`src/rtl/mem_port_arbiter.sv`:
```
// Shares one physical memory port between the instruction-fetch and data requesters.
// Grant is held in registered state; a watchdog aborts grants that never complete.
module mem_port_arbiter #(
  parameter int unsigned ADDR_W  = 16,
  parameter int unsigned DATA_W  = 16,
  parameter int unsigned FAIR    = 1,
  parameter int unsigned TIMEOUT = 64
) (
  input  logic              clk,
  input  logic              rst,
  input  logic              i_read,
  input  logic [ADDR_W-1:0] i_addr,
  output logic [DATA_W-1:0] i_rdata,
  output logic              i_resp,
  input  logic              d_read,
  input  logic              d_write,
  input  logic [ADDR_W-1:0] d_addr,
  input  logic [DATA_W-1:0] d_wdata,
  input  logic [1:0]        d_wmask,
  output logic [DATA_W-1:0] d_rdata,
  output logic              d_resp,
  output logic              pmem_read,
  output logic              pmem_write,
  output logic [ADDR_W-1:0] pmem_addr,
  output logic [DATA_W-1:0] pmem_wdata,
  output logic [1:0]        pmem_wmask,
  input  logic [DATA_W-1:0] pmem_rdata,
  input  logic              pmem_resp,
  output logic              busy,
  output logic              timeout_err
);

  localparam int unsigned TW = (TIMEOUT > 0) ? $clog2(TIMEOUT + 1) : 1;
  localparam logic [TW-1:0] TMAX = TW'(TIMEOUT - 1);

  typedef enum logic [1:0] {IDLE, GNT_I, GNT_D} state_e;

  state_e        state_q, state_d;
  logic          last_d_q, last_d_d;
  logic [TW-1:0] timer_q, timer_d;
  logic          err_q, err_d;
  logic          d_req;
  logic          wd_expire;

  assign d_req     = d_read | d_write;
  assign wd_expire = (TIMEOUT != 0) && (timer_q == TMAX);

  always_comb begin
    state_d  = state_q;
    last_d_d = last_d_q;
    timer_d  = timer_q;
    err_d    = err_q;
    unique case (state_q)
      IDLE: begin
        timer_d = '0;
        if (i_read && d_req)
          state_d = ((FAIR != 0) && last_d_q) ? GNT_I : GNT_D;
        else if (i_read)
          state_d = GNT_I;
        else if (d_req)
          state_d = GNT_D;
      end
      GNT_I: begin
        // Order matters: a dropped request beats resp, resp beats the watchdog.
        if (!i_read) begin
          state_d = IDLE;
        end else if (pmem_resp) begin
          state_d  = IDLE;
          last_d_d = 1'b0;
        end else if (wd_expire) begin
          state_d = IDLE;
          err_d   = 1'b1;
        end else begin
          timer_d = timer_q + TW'(1);
        end
      end
      GNT_D: begin
        if (!d_req) begin
          state_d = IDLE;
        end else if (pmem_resp) begin
          state_d  = IDLE;
          last_d_d = 1'b1;
        end else if (wd_expire) begin
          state_d = IDLE;
          err_d   = 1'b1;
        end else begin
          timer_d = timer_q + TW'(1);
        end
      end
      default: state_d = IDLE;
    endcase
  end

  always_ff @(posedge clk or posedge rst) begin
    if (rst) begin
      state_q  <= IDLE;
      last_d_q <= 1'b0;
      timer_q  <= '0;
      err_q    <= 1'b0;
    end else begin
      state_q  <= state_d;
      last_d_q <= last_d_d;
      timer_q  <= timer_d;
      err_q    <= err_d;
    end
  end

  // Strobes follow the granted requester's level so a dropped request releases memory at once.
  always_comb begin
    pmem_read  = 1'b0;
    pmem_write = 1'b0;
    pmem_addr  = '0;
    pmem_wdata = '0;
    pmem_wmask = 2'b11;
    i_resp     = 1'b0;
    d_resp     = 1'b0;
    unique case (state_q)
      GNT_I: begin
        pmem_read = i_read;
        pmem_addr = i_addr;
        i_resp    = i_read & pmem_resp;
      end
      GNT_D: begin
        pmem_addr  = d_addr;
        pmem_wdata = d_wdata;
        pmem_wmask = d_wmask;
        pmem_write = d_write;
        pmem_read  = d_read & ~d_write;
        d_resp     = d_req & pmem_resp;
      end
      default: ;
    endcase
  end

  assign i_rdata     = pmem_rdata;
  assign d_rdata     = pmem_rdata;
  assign busy        = (state_q != IDLE);
  assign timeout_err = err_q;

endmodule
```
`config.mk`:
```
export PLATFORM = sky130hd
export DESIGN_NAME = mem_port_arbiter
export DESIGN_NICKNAME = d
export VERILOG_FILES = /design/src/rtl/mem_port_arbiter.sv
export SDC_FILE = /design/constraint.sdc
export NUM_CORES = 1
export LEC_CHECK = 0
export CAP_MARGIN = 10
export CORE_UTILIZATION = 29
export CTS_BUF_LIST = sky130_fd_sc_hd__clkbuf_4 sky130_fd_sc_hd__clkbuf_8
export DETAILED_ROUTE_END_ITERATION = 10
export GPL_TIMING_DRIVEN = 0
export PLACE_DENSITY = 0.81
export SLEW_MARGIN = 20
export SYNTH_ARGS = -nofsm -noshare
export SYNTH_HDL_FRONTEND = slang
export SYNTH_SLANG_ARGS = --single-unit
```
`constraint.sdc`:
```
create_clock -name clk -period 2.6 [get_ports clk]
set_input_delay 0.52 -clock clk [delete_from_list [all_inputs] [get_ports clk]]
set_output_delay 0.52 -clock clk [all_outputs]
set_load 0.005 [all_outputs]
```
==> summary.txt <==
Max cap viols - 0
WHS Path Cells - 1
Mean post-synth cell area - 7.500 µm²
CTS Hold Buffers Added - 0
Clock Skews - 0.001160 ns
Synth top cells by count - 32 x buf_4, 20 x nor2_1, 18 x and2_1
Main area contributors after synthesis - dfrtp_1 21%, buf_4 18%, a22oi_1 9.2%, and2_1 8.6%, nor2_1 5.7%
Final Max Tran Viols - 0
Seq/Total Area, Yosys - 0.2097
Yosys reg bits - 11
Proportion of layout cells with a drive suffix above 1 - 0.1845
Fin crit share - 0.9584
Most frequent cell after synthesis - buf_4
Remaining Overflow, GRT - 0
Synth cell types - 35
LEAKAGE - 1.235 nW
Pre-antenna DRT Iters - 4
Routed via count - 1,736
CTS clock-pin slew for the worst setup and hold paths - 0.05 ns
Critical path required time - 2.08 ns
Most used DFF post-synth - dfrtp_1
Post-synth top area share - 0.2097
RSZ-0062 raised after global routing - no
Synth area leader - dfrtp_1
R2r setup slk - 0.56 ns
Min-Delay Endpoint - timeout_err$_DFFE_PP0P_
Max IR drop VDD - 0.3903 mV
DRC - 0
Initial Utilization - 0.3014
Final number of hold-violating endpoints - 0
YS warnings - 0
Tmin final - 2.492 ns
R2r startpoint - state_q[0]$_DFFE_PP0P_
Avg WL per Cell - 13.40 µm
Async set or reset register ratio after synthesis - 1.000
Die Area - 0.004799 mm²
Setup Viol. Count Final - 0
Post-synth EDFFs - 0
Initial drt markers - 52
Fin area - 0.002800 mm²
Cell count after synthesis - 175
Kind of critical path - flop to output port
Max Clk Rate - 401.3 MHz
CP Launch Type - flop
Critical path arrival - 1.97 ns
Status - complete, no violations
Pwr Density - 692.0 mW/mm²
Antenna cells - 0
Vias per cell - 4.809
Clock sink count - 11
Net Switching - 0.7530 mW
First-pass GRT wire length - 8073 µm
Root Buffer - clkbuf_8
Clk_lat worst skew - 0.24 ns
CP max FO - 10
Combinational Power Share - 0.776
Post-DP Area - 0.002649 mm²
P_int - 1.185 mW
Worst r2r path cells - 6
Reg power frac - 0.131
Die Wd - 69.28 µm
Cell Area, Synth - 0.001313 mm²
# rows - 24
Final #Nets - 387
Global Route Usage Sum - 0.2047
Worst R2R End - timer_q[2]$_DFFE_PP0P_
Core ar. - 0.004354 mm²
Post-route ant nets - 0
DPL Wire Length - 3937 µm
P&R area growth vs syn - 113.3%
Largest net degree at the start of global routing - 12
Total power - 1.938 mW
Worst-margin pin slew - 0.7605 ns
Initial antenna violation count - 0
Slew HR - 0.4883
IO buf count - 127
Hold crit path type - flop to flop
Cts bufs inserted - 3
Die Y - 69.28 µm
CTS Buffer Depth - 2
CP Capture Type - output port
IO Pins - 144
Clk network pwr share - 0.092
CTS tree - built
Gpl congestion - 0.7940
Post-Syn Nets - 252
H-tree depth - 1
WL final - 4836 µm
Hold_sp - timer_q[6]$_DFFE_PP0P_
Switching portion of total power - 0.3886
Number of global-route vias before repair - 1,792
==> how the worst max path moves through the flow <==
stage | to | slack (ns) | start | depth (start not counted)
global route | pmem_addr[1] | 0.02 | state_q[1]$_DFFE_PP0P_ | 7
floorplan | pmem_addr[0] | 0.62 | state_q[0]$_DFFE_PP0P_ | 6
global placement | pmem_addr[11] | -0.17 | state_q[0]$_DFFE_PP0P_ | 7
detailed placement | pmem_addr[0] | -0.21 | state_q[0]$_DFFE_PP0P_ | 7
finish | pmem_addr[7] | 0.11 | state_q[0]$_DFFE_PP0P_ | 7
CTS | pmem_addr[4] | 0.03 | state_q[1]$_DFFE_PP0P_ | 6
==> power by group through the flow <==
stage	clock [mW]	sequential [mW]	combinational, mW
5_1_grt	0.196	0.256	1.65
2_1_floorplan	0	0.239	0.678
3_5_place_dp	0	0.250	1.35
6_report	0.179	0.254	1.50
4_1_cts	0.189	0.246	1.46
3_3_place_gp	0	0.249	1.33
==> critical path, stage by stage, from the launching register on <==
cell and delay [ns]:
dfrtp_1 0.41, inv_2 0.12, ha_4 0.16, clkbuf_8 0.15, clkbuf_4 0.19, a22oi_1 0.10, nor2_1 0.09, clkdlybuf4s50_1 0.52
==> stage by stage <==
step	util	hold slack, ns	TNS, ns	instances	worst slack [ns]
after floorplan	-	0.3724	0	175	0.6244
after global placement	0.6083	0.4479	-1.675	354	-0.1695
after detailed placement	0.6083	0.4533	-1.986	354	-0.2098
after CTS	0.6310	0.4599	0	359	0.03201
after global routing	0.6431	0.4874	0	361	0.01810
final	0.6431	0.4538	0	361	0.1083
==> logic make-up (layout without fill, tap and decap cells) <==
group / after synthesis / in the layout / share of synthesized area
AND/OR/NAND/NOR: 63 / 63 / 0.2622
buffers and inverters: 52 / 186 / 0.2459
AO/OA/AOI/OAI: 43 / 43 / 0.2269
flip-flops: 11 / 11 / 0.2097
adder cells (fa/ha/maj): 5 / 5 / 0.04766
multiplexers: 1 / 1 / 0.007627
==> layout make-up <==
class                           count  area [µm²]
Sequential cell                    11       276.5
Tap cell                           52       65.06
Buffer                             41       319.1
Multi-Input combinational cell    112       742.0
Fill cell                         372        1554
Timing Repair Buffer              130        1305
Inverter                           11       43.79
Clock buffer                        4       48.80
==> state kept, by name, summed over array words and instances (netlist names) <==
| register | flops |
|---|---|
| timeout_err | 1 |
| state_q | 2 |
| timer_q | 7 |
| last_d_q | 1 |
==> per-layer routing <==
metal	wire (µm)	up-vias	GRT usage
met5	0	-	0
met4	87	0	0.06349
met3	369	8	0.05523
met2	2494	82	0.3506
met1	1884	803	0.2482
li1	-	843	-
==> placed cells by master, fill, tap and decap left out, types with 2 or more instances in the layout <==
cell type,synthesis,final
clkdlybuf4s50_1,0,121
a21oi_1,9,9
a22o_1,2,2
nand2_1,2,2
a22oi_1,16,16
nand2b_1,3,3
dfrtp_1,11,10
and2_1,18,18
dlymetal6s2s_1,0,5
o31ai_1,4,4
nor2b_1,2,2
buf_4,32,37
a211oi_1,2,2
or4_1,3,3
o21ai_0,5,5
inv_1,10,8
clkbuf_8,0,4
ha_1,5,2
ha_4,0,2
nor3_1,2,2
nor2_1,20,20
inv_2,0,2
o41ai_1,2,2
clkbuf_4,0,2
nand3_1,5,5
buf_6,1,3
==> timing repair <==
item | 4_1_cts | 5_1_grt
endpoints found under the setup margin | 35 | 15
pin swaps | 0 | 0
gates resized for setup | 20 | 15
gates cloned | 0 | 0
setup buffers | 1 | 2
(Power assumes the default switching activity.)
